--- config.mk ---
export PLATFORM = sky130hd
export DESIGN_NAME = hbm_delay_release_sched
export DESIGN_NICKNAME = d
export VERILOG_FILES = /design/src/rtl/hbm_delay_release_sched.sv
export SDC_FILE = /design/constraint.sdc
export NUM_CORES = 1
export LEC_CHECK = 0
export CAP_MARGIN = 20
export CORE_AREA = 2 2 117 119
export DETAILED_ROUTE_END_ITERATION = 8
export DIE_AREA = 0 0 119 121
export PLACE_DENSITY = 0.85
export RECOVER_POWER = 100
export SETUP_SLACK_MARGIN = 0.05
export SLEW_MARGIN = 10
export SYNTH_ARGS = -nofsm -noshare
export SYNTH_HDL_FRONTEND = slang
export SYNTH_SLANG_ARGS = --single-unit
--- constraint.sdc ---
create_clock -name clk -period 5.3 [get_ports clk]
set_input_delay 1.06 -clock clk [delete_from_list [all_inputs] [get_ports clk]]
set_output_delay 1.06 -clock clk [all_outputs]
set_load 0.1 [all_outputs]
--- src/rtl/hbm_delay_release_sched.sv ---
// hbm_delay_release_sched
// Release scheduler for the HBM latency-emulation path. It owns the free-running
// delay timer, picks one delay FIFO whose header flit has expired (round-robin
// among eligible FIFOs) and drains that whole packet onto the single NoC output.
// Optional statistics outputs are enabled with the macro HBM_DELAY_STATS_EN.
module hbm_delay_release_sched #(
    parameter int FIFO_NUM       = 2,
    parameter int NOC_DATA_WIDTH = 64,
    parameter int TIMERw         = 32
) (
    input  logic                               clk,
    input  logic                               rst,
    output logic [TIMERw-1:0]                  timer_o,
    input  logic [FIFO_NUM-1:0]                fifo_valid_i,
    input  logic [FIFO_NUM*NOC_DATA_WIDTH-1:0] fifo_flit_i,
    input  logic [FIFO_NUM-1:0]                fifo_head_i,
    input  logic [FIFO_NUM-1:0]                fifo_tail_i,
    input  logic [FIFO_NUM*TIMERw-1:0]         fifo_exp_time_i,
    output logic [FIFO_NUM-1:0]                fifo_rd_o,
    output logic                               noc_valid_o,
    output logic [NOC_DATA_WIDTH-1:0]          noc_data_o,
    input  logic                               noc_ready_i,
    output logic                               proto_err_o
`ifdef HBM_DELAY_STATS_EN
    ,
    output logic [31:0]                        pkt_cnt_o,
    output logic [TIMERw-1:0]                  max_late_o
`endif
);

    localparam int PW = (FIFO_NUM > 1) ? $clog2(FIFO_NUM) : 1;

    typedef enum logic [0:0] {
        IDLE  = 1'b0,
        BURST = 1'b1
    } state_t;

    // Wrap-safe expiry: the head is due once (now - exp_time) is non-negative
    // when read as a signed TIMERw-bit number.
    function automatic logic is_expired(input logic [TIMERw-1:0] now,
                                        input logic [TIMERw-1:0] exp_time);
        logic [TIMERw-1:0] diff;
        diff = now - exp_time;
        return ~diff[TIMERw-1];
    endfunction

    state_t                    state_r, state_nxt_s;
    logic [PW-1:0]             grant_r, grant_nxt_s;
    logic [PW-1:0]             rr_ptr_r, rr_ptr_nxt_s;
    logic                      first_beat_r, first_beat_nxt_s;
    logic [TIMERw-1:0]         timer_r;
    logic                      proto_err_r;
    logic                      err_set_s;
    logic [FIFO_NUM-1:0]       expired_s;
    logic [FIFO_NUM-1:0]       eligible_s;
    logic                      pick_found_s;
    logic [PW-1:0]             pick_idx_s;
    logic                      cur_valid_s;
    logic                      cur_head_s;
    logic                      cur_tail_s;
    logic [NOC_DATA_WIDTH-1:0] cur_flit_s;
    logic                      accept_s;

    // Expiry flag of every FIFO head against the current timer
    always_comb begin
        expired_s = '0;
        for (int i = 0; i < FIFO_NUM; i++) begin
            expired_s[i] = is_expired(timer_r, fifo_exp_time_i[i*TIMERw +: TIMERw]);
        end
    end

    // A FIFO whose head is not a header is never eligible
    assign eligible_s = fifo_valid_i & fifo_head_i & expired_s;

    // Round-robin pick: first eligible at or above rr_ptr, else lowest eligible
    always_comb begin
        pick_found_s = 1'b0;
        pick_idx_s   = '0;
        for (int i = 0; i < FIFO_NUM; i++) begin
            if (!pick_found_s && eligible_s[i] && (PW'(i) >= rr_ptr_r)) begin
                pick_found_s = 1'b1;
                pick_idx_s   = PW'(i);
            end else begin
                pick_found_s = pick_found_s;
            end
        end
        for (int i = 0; i < FIFO_NUM; i++) begin
            if (!pick_found_s && eligible_s[i]) begin
                pick_found_s = 1'b1;
                pick_idx_s   = PW'(i);
            end else begin
                pick_found_s = pick_found_s;
            end
        end
    end

    // Head entry of the granted FIFO
    always_comb begin
        cur_valid_s = 1'b0;
        cur_head_s  = 1'b0;
        cur_tail_s  = 1'b0;
        cur_flit_s  = '0;
        for (int i = 0; i < FIFO_NUM; i++) begin
            if (grant_r == PW'(i)) begin
                cur_valid_s = fifo_valid_i[i];
                cur_head_s  = fifo_head_i[i];
                cur_tail_s  = fifo_tail_i[i];
                cur_flit_s  = fifo_flit_i[i*NOC_DATA_WIDTH +: NOC_DATA_WIDTH];
            end else begin
                cur_valid_s = cur_valid_s;
            end
        end
    end

    assign accept_s = (state_r == BURST) & cur_valid_s & noc_ready_i;

    // Framing errors: stray body flit while idle, or a header mid-burst
    always_comb begin
        if (state_r == IDLE) begin
            err_set_s = |(fifo_valid_i & ~fifo_head_i);
        end else begin
            err_set_s = cur_valid_s & cur_head_s & ~first_beat_r;
        end
    end

    // Next-state and NoC/pop outputs of the release FSM
    always_comb begin
        state_nxt_s      = state_r;
        grant_nxt_s      = grant_r;
        rr_ptr_nxt_s     = rr_ptr_r;
        first_beat_nxt_s = first_beat_r;
        noc_valid_o      = 1'b0;
        noc_data_o       = '0;
        fifo_rd_o        = '0;
        case (state_r)
            IDLE: begin
                if (pick_found_s) begin
                    state_nxt_s      = BURST;
                    grant_nxt_s      = pick_idx_s;
                    first_beat_nxt_s = 1'b1;
                end else begin
                    state_nxt_s = IDLE;
                end
            end
            BURST: begin
                noc_valid_o = cur_valid_s;
                noc_data_o  = cur_valid_s ? cur_flit_s : '0;
                for (int i = 0; i < FIFO_NUM; i++) begin
                    fifo_rd_o[i] = accept_s & (grant_r == PW'(i));
                end
                if (accept_s) begin
                    first_beat_nxt_s = 1'b0;
                    if (cur_tail_s) begin
                        state_nxt_s  = IDLE;
                        rr_ptr_nxt_s = (grant_r == PW'(FIFO_NUM - 1)) ? PW'(0)
                                                                      : grant_r + PW'(1);
                    end else begin
                        state_nxt_s = BURST;
                    end
                end else begin
                    state_nxt_s = BURST;
                end
            end
            default: begin
                state_nxt_s = IDLE;
            end
        endcase
    end

    // State, timer and sticky error registers
    always_ff @(posedge clk) begin
        if (rst) begin
            state_r      <= IDLE;
            grant_r      <= '0;
            rr_ptr_r     <= '0;
            first_beat_r <= 1'b0;
            timer_r      <= '0;
            proto_err_r  <= 1'b0;
        end else begin
            state_r      <= state_nxt_s;
            grant_r      <= grant_nxt_s;
            rr_ptr_r     <= rr_ptr_nxt_s;
            first_beat_r <= first_beat_nxt_s;
            timer_r      <= timer_r + TIMERw'(1);
            proto_err_r  <= proto_err_r | err_set_s;
        end
    end

    assign timer_o     = timer_r;
    assign proto_err_o = proto_err_r;

`ifdef HBM_DELAY_STATS_EN
    logic [31:0]       pkt_cnt_r;
    logic [TIMERw-1:0] max_late_r;
    logic [TIMERw-1:0] pick_exp_s;
    logic [TIMERw-1:0] late_s;

    // Lateness of the header being selected this cycle
    always_comb begin
        pick_exp_s = '0;
        for (int i = 0; i < FIFO_NUM; i++) begin
            if (pick_idx_s == PW'(i)) begin
                pick_exp_s = fifo_exp_time_i[i*TIMERw +: TIMERw];
            end else begin
                pick_exp_s = pick_exp_s;
            end
        end
        late_s = timer_r - pick_exp_s;
    end

    // Saturating packet count and maximum release lateness
    always_ff @(posedge clk) begin
        if (rst) begin
            pkt_cnt_r  <= 32'd0;
            max_late_r <= '0;
        end else begin
            if (accept_s && cur_tail_s && (pkt_cnt_r != 32'hFFFF_FFFF)) begin
                pkt_cnt_r <= pkt_cnt_r + 32'd1;
            end else begin
                pkt_cnt_r <= pkt_cnt_r;
            end
            if ((state_r == IDLE) && pick_found_s && (late_s > max_late_r)) begin
                max_late_r <= late_s;
            end else begin
                max_late_r <= max_late_r;
            end
        end
    end

    assign pkt_cnt_o  = pkt_cnt_r;
    assign max_late_o = max_late_r;
`endif

endmodule
==> results of run 1 <==
final cells by class:
| type | count | share of cell area (%) |
|---|---|---|
| multi-input combinational | 432 | 41.8 |
| timing repair buffer | 305 | 38.9 |
| inverter | 63 | 3.29 |
| clock buffer | 6 | 2.09 |
| clock inverter | 2 | 0.487 |
| tap | 176 | 3.06 |
| sequential | 37 | 10.4 |
metrics by stage:
stage | cells | power, uW | area (um2) | setup slack (ns)
6_report | 1021 | 1130 | 7190 | 0.790
5_1_grt | 1021 | 1170 | 7190 | 0.627
4_1_cts | 1021 | 1140 | 7260 | 1.34
3_5_place_dp | 1013 | 776 | 7080 | 1.27
3_3_place_gp | 1013 | 771 | 7080 | 1.26
2_1_floorplan | 552 | 557 | 4070 | 0.896
cell usage in the layout (no fill, tap or decap), types with 2 or more instances in the layout:
master | Yosys | routed
a211oi_1 | 2 | 2
a21oi_1 | 40 | 40
a22oi_1 | 2 | 2
a31oi_1 | 2 | 2
and2_1 | 2 | 2
and3_1 | 7 | 7
buf_4 | 0 | 52
clkbuf_1 | 13 | 20
clkbuf_16 | 0 | 6
clkdlybuf4s50_1 | 0 | 198
dfxtp_1 | 37 | 36
dlygate4sd3_1 | 0 | 35
ha_1 | 61 | 61
inv_1 | 63 | 63
mux2i_1 | 66 | 66
nand2_1 | 43 | 43
nand2b_1 | 2 | 2
nand3_1 | 12 | 12
nand4_1 | 9 | 9
nor2_1 | 108 | 108
nor2b_1 | 3 | 3
nor3_1 | 4 | 4
nor4_1 | 2 | 2
o211ai_1 | 2 | 2
o21ai_0 | 9 | 9
o21ai_1 | 8 | 8
o41ai_1 | 3 | 3
or2_1 | 2 | 2
or3_1 | 5 | 5
xnor2_1 | 10 | 10
xor2_1 | 19 | 19
per-layer routing:
layer  global-route usage [%]  share of wire (%)
met2                     35.3                 48
met3                     6.20                7.8
met4                     3.87               0.88
met1                     27.1                 44
met5                        0              0.099
power by group through the flow:
stage | clock (uW) | sequential (uW) | combinational, uW
after global routing | 383 | 299 | 492
final | 367 | 298 | 465
after CTS | 371 | 298 | 473
after detailed placement | 0 | 304 | 472
after global placement | 0 | 304 | 467
after floorplan | 0 | 314 | 243
state kept, by name (all words and copies together) (netlist names):
signal,flops
first_beat_r,1
grant_r,1
proto_err_o,1
rr_ptr_r,1
state_r,1
timer_o,32
cell families after synthesis:
kind of cell	Yosys count	share of synthesized area, %
AOI/OAI and AO/OA	72	9.97
and+or+nand+nor	203	22.3
xor gates and xnor gates	29	6.25
muxes	67	16.5
DFF	37	18.2
buffers and inverters	83	7.91
adders and majority gates	61	18.8
final timing paths:
check	startpoint	end	cells after the start
worst max-delay path	fifo_valid_i[1]	noc_data_o[55]	5
worst min-delay path	first_beat_r$_SDFFE_PP0P_	first_beat_r$_SDFFE_PP0P_	1
worst max register to register	timer_o[29]$_SDFF_PP0_	grant_r$_SDFFE_PP0P_	9
worst min register to register	first_beat_r$_SDFFE_PP0P_	first_beat_r$_SDFFE_PP0P_	1
critical path, delay by kind of cell:
family                 cells  cell delay, ns
buffers and inverters      2            1.43
multiplexers               1            0.16
AND/OR/NAND/NOR            2            0.78
==> impl_metrics.tcl, run 1 <==
set metrics [dict create \
    status "finished, violations left" \
    violations "capacitance limit, slew limit" \
    fin_crit_ns 4.51 \
    cts_tree "yes" \
    layout-drive-gt1-share_pct 7.69 \
    drtIter0Drc 86 \
    max_stage_delay_ns 0.93 \
    cts_buffers 5 \
    hold_violations 0 \
    fillers 1240 \
    dieArea_um2 14400 \
    synthTopCellsByCount "nor2_1, mux2i_1, inv_1, ha_1, nand2_1" \
    core_area_um2 13100 \
    ys.flop_type "dfxtp_1" \
    yosysWarnings 0 \
    grt_usage_pct 21.1 \
    antenna_found_initial 1 \
    crit_type "in -> out" \
    rsz0062_at_grt "false" \
    io_pins 301 \
    final_nets 1106 \
    synth_edf_count 0 \
    clk_latency_ns 0.28 \
    ys_seq_area_share_pct 18.2 \
    clkPwrFrac_pct 32.5 \
    clkTransAtPathRegs_ns 0.06 \
    p_seq_share_pct 26.4 \
    leakage_uw 0.00326 \
    power_density_nw_per_um2 157 \
    cp_max_fo 25 \
    arrival_ns 3.45 \
    fmax_ghz 0.222 \
    grt_first_pass_wirelength_mm 24.0 \
    gp_congestion 0.823 \
    multiInputGateArea_um2 3000 \
    synth.most_common_cell "nor2_1" \
    combPwrFrac_pct 41.1 \
    syn_inst 552 \
    drcViolationCount 0 \
    synthArstFlopShare_pct 0 \
    cts_resized 0 \
    start_util_pct 31.1 \
    required_ns 4.24 \
    net-switching-power_uw 393 \
    wire_per_inst_um 15.8 \
    avgSynthCellArea_um2 7.36 \
    dieHeight_um 121 \
    cp_cell_sequence "clkdlybuf4s50_1, mux2_1, nand2_1, nor2_1, clkbuf_1" \
    synth_seq_cells 37 \
    syn_to_final_growth_pct 76.8 \
    end_kind "output port" \
    cts_root_buffer "clkbuf_16" \
    min_path_type "reg -> reg" \
    finalWirelength_mm 16.1 \
    clock-skew-final_ns 0.00601 \
    vias_per_cell 4.75 \
    drv_slew 38 \
    setup_viol 0 \
    hold_ws_ns 0.499 \
    grt_max_degree 46 \
    insertedDiodeCount 0 \
    die_x_um 119 \
    globalRouteOverflowTotal 0 \
    worst_pin_slew_ns 1.69 \
    synth_area_leaders "ha_1, dfxtp_1, mux2i_1" \
    p_int_uw 737 \
    yosys.area.top_type "ha_1" \
    tns_ns 0 \
    postLayoutCoreUtil_pct 54.9 \
    cts_hold_buf 0 \
    slew-limit-headroom_pct -12.6 \
    irDropWorstVdd_v 0.000130 \
    ant_nets 0 \
    cap_violations 1 \
    p_sw_share_pct 34.8 \
    seq_area_um2 744 \
    cts.htree.levels 2 \
    cp_slowest_cell "clkbuf_1" \
    clock_path_buffers 2 \
    core.rowCount 42 \
    portBuffers 300 \
    syn-num-nets 814 \
    postCtsSetupRepairBufs 0 \
    start_kind "primary input" \
    synth_top_area_share_pct 18.8 \
    drtPass1Iterations 4 \
    regToRegSetupSlack_ns 2.40 \
    synthesis.area_um2 4070 \
    dr_total_vias 4845 \
    finalCritPeriodShare_pct 85.1 \
    cts_sinks 37 \
    synth_cell_type_count 39 \
    grt_pass1_vias 4542 \
    place_hpwl_mm 13.8 \
]
(Power assumes the default switching activity.)
==> run 2: changes to the inputs <==
--- a/config.mk
+++ b/config.mk
@@ -17,2 +17,3 @@
 export SYNTH_HDL_FRONTEND = slang
 export SYNTH_SLANG_ARGS = --single-unit
+export TNS_END_PERCENT = 30
==> constraint.sdc (replaced) <==
create_clock -name clk -period 5.3 [get_ports clk]
set_input_delay 1.59 -clock clk [delete_from_list [all_inputs] [get_ports clk]]
set_output_delay 1.59 -clock clk [all_outputs]
set_load 0.1 [all_outputs]
==> impl_metrics.tcl, run 2 (same netlist as run 1, synthesis figures left out) <==
set metrics [dict create \
    status "finished, violations left" \
    violations "capacitance limit, slew limit" \
    core.rowCount 42 \
    clock_path_buffers 2 \
    clkPwrFrac_pct 29.5 \
    power_density_nw_per_um2 145 \
    cp_cell_sequence "clkdlybuf4s50_1, mux2_1, nand2_1, buf_4, nor2_1, buf_12" \
    p_seq_share_pct 25.4 \
    cp_num_cells 6 \
    layout-drive-gt1-share_pct 10.1 \
    grt_first_pass_wirelength_mm 26.1 \
    cts_hold_buf 0 \
    final_common_cell "clkdlybuf4s50_1" \
    combPwrFrac_pct 45.1 \
    postCtsSetupRepairBufs 0 \
    ant_nets 0 \
    tns_ns 0 \
    drtIter0Drc 289 \
    syn_to_final_growth_pct 97.0 \
    clkTransAtPathRegs_ns 0.06 \
    globalRouteOverflowTotal 0 \
    start_kind "primary input" \
    dr_total_vias 4893 \
    regToRegSetupSlack_ns 2.45 \
    fillers 1036 \
    final_cell_mix "clkdlybuf4s50_1, nor2_1, mux2i_1" \
    place_area_um2 7920 \
    antenna_found_initial 0 \
    gp_congestion 0.926 \
    cp_top_family "buffers and inverters" \
    setup_viol 0 \
    path_buf_inv 3 \
    net-switching-power_uw 405 \
    drcViolationCount 0 \
    cp_slowest_cell "clkdlybuf4s50_1" \
    timing.rr.start "timer_o[4]$_SDFF_PP0_" \
    io_pins 301 \
    cts_sinks 37 \
    vias_per_cell 4.79 \
    insertedDiodeCount 0 \
    dieHeight_um 121 \
    max_stage_delay_ns 0.44 \
    portBuffers 300 \
    total_power_uw 1160 \
    irDropWorstVdd_v 0.000136 \
    cp_max_fo 17 \
    drv_slew 38 \
    rsz0062_at_grt "false" \
    grt_usage_pct 23.1 \
    reg2reg_depth 9 \
    crit_start "fifo_valid_i[1]" \
    postLayoutCoreUtil_pct 61.2 \
    final_nets 1106 \
    finalWirelength_mm 17.2 \
    cts.htree.levels 2 \
    p_int_uw 754 \
    grt_max_degree 42 \
    start_util_pct 31.1 \
    arrival_ns 3.29 \
    cap_violations 1 \
    place_hpwl_mm 15.0 \
    worst_pin_slew_ns 1.70 \
    final_area_um2 8010 \
    hold_violations 0 \
    rr_endpoint "grant_r$_SDFFE_PP0P_" \
    cts_resized 0 \
    p_sw_share_pct 35.0 \
    end_kind "output port" \
    clock-skew-final_ns 0.00348 \
    required_ns 3.71 \
    leakage_uw 0.00350 \
    largest_register_ffs 32 \
    critPathCapture "noc_data_o[10]" \
    clk_latency_ns 0.27 \
    seq_area_um2 744 \
    die_x_um 119 \
    grt_pass1_vias 4782 \
    core_area_um2 13100 \
    wire_per_inst_um 16.9 \
    cts_root_buffer "clkbuf_16" \
    dieArea_um2 14400 \
    drtPass1Iterations 5 \
    cts_buffers 5 \
    multiInputGateArea_um2 3010 \
    min_path_type "reg -> reg" \
    slew-limit-headroom_pct -13.7 \
    crit_type "in -> out" \
    hold_ws_ns 0.506 \
    cts_tree "yes" \
    finalCritPeriodShare_pct 92.0 \
    fin_crit_ns 4.88 \
    fmax_ghz 0.205 \
]
## run 2: cell types whose count changed in the layout (fill, tap and decap cells not counted), sizes merged
cell / delta
buf: +13
clkbuf: -14
clkinvlp: +1
## run 2: final cells by class
class,count,share of cell area [%]
clock buffer,5,1.56
clock inverter,3,0.578
inverter,63,2.95
multi-input combinational,432,37.5
sequential,37,9.30
tap,176,2.75
timing repair buffer,305,45.3
## run 2: routing by layer
| layer | track usage [%] | up-vias | wire length (um) |
|---|---|---|---|
| li1 | - | 2444 | - |
| met3 | 7.05 | 16 | 1360 |
| met5 | 0 | - | 0 |
| met1 | 30.3 | 2236 | 7430 |
| met2 | 38.0 | 197 | 8190 |
| met4 | 3.72 | 0 | 255 |
## run 2: power groups by stage
stage	Combinational, uW	Sequential (uW)	Clock [uW]
2_1_floorplan	243	314	0
3_3_place_gp	524	300	0
3_5_place_dp	530	300	0
4_1_cts	532	294	355
5_1_grt	551	295	368
6_report	523	294	342
## run 2: worst min path at each step
stage               slack, ns  cells after the start                 startpoint                        end
floorplan                0.47                      1  first_beat_r$_SDFFE_PP0P_  first_beat_r$_SDFFE_PP0P_
global placement         0.46                      2     proto_err_o$_SDFF_PP0_     proto_err_o$_SDFF_PP0_
detailed placement       0.50                      1      timer_o[0]$_SDFF_PP0_      timer_o[0]$_SDFF_PP0_
CTS                      0.51                      1      timer_o[0]$_SDFF_PP0_      timer_o[0]$_SDFF_PP0_
global route             0.54                      1      timer_o[0]$_SDFF_PP0_      timer_o[0]$_SDFF_PP0_
finish                   0.51                      1      timer_o[0]$_SDFF_PP0_      timer_o[0]$_SDFF_PP0_
## run 2: per-stage QoR
stage	std cells	setup slack, ns
4_1_cts	1021	0.562
2_1_floorplan	552	0.239
6_report	1021	0.423
3_5_place_dp	1013	0.573
3_3_place_gp	1013	0.592
5_1_grt	1021	0.334
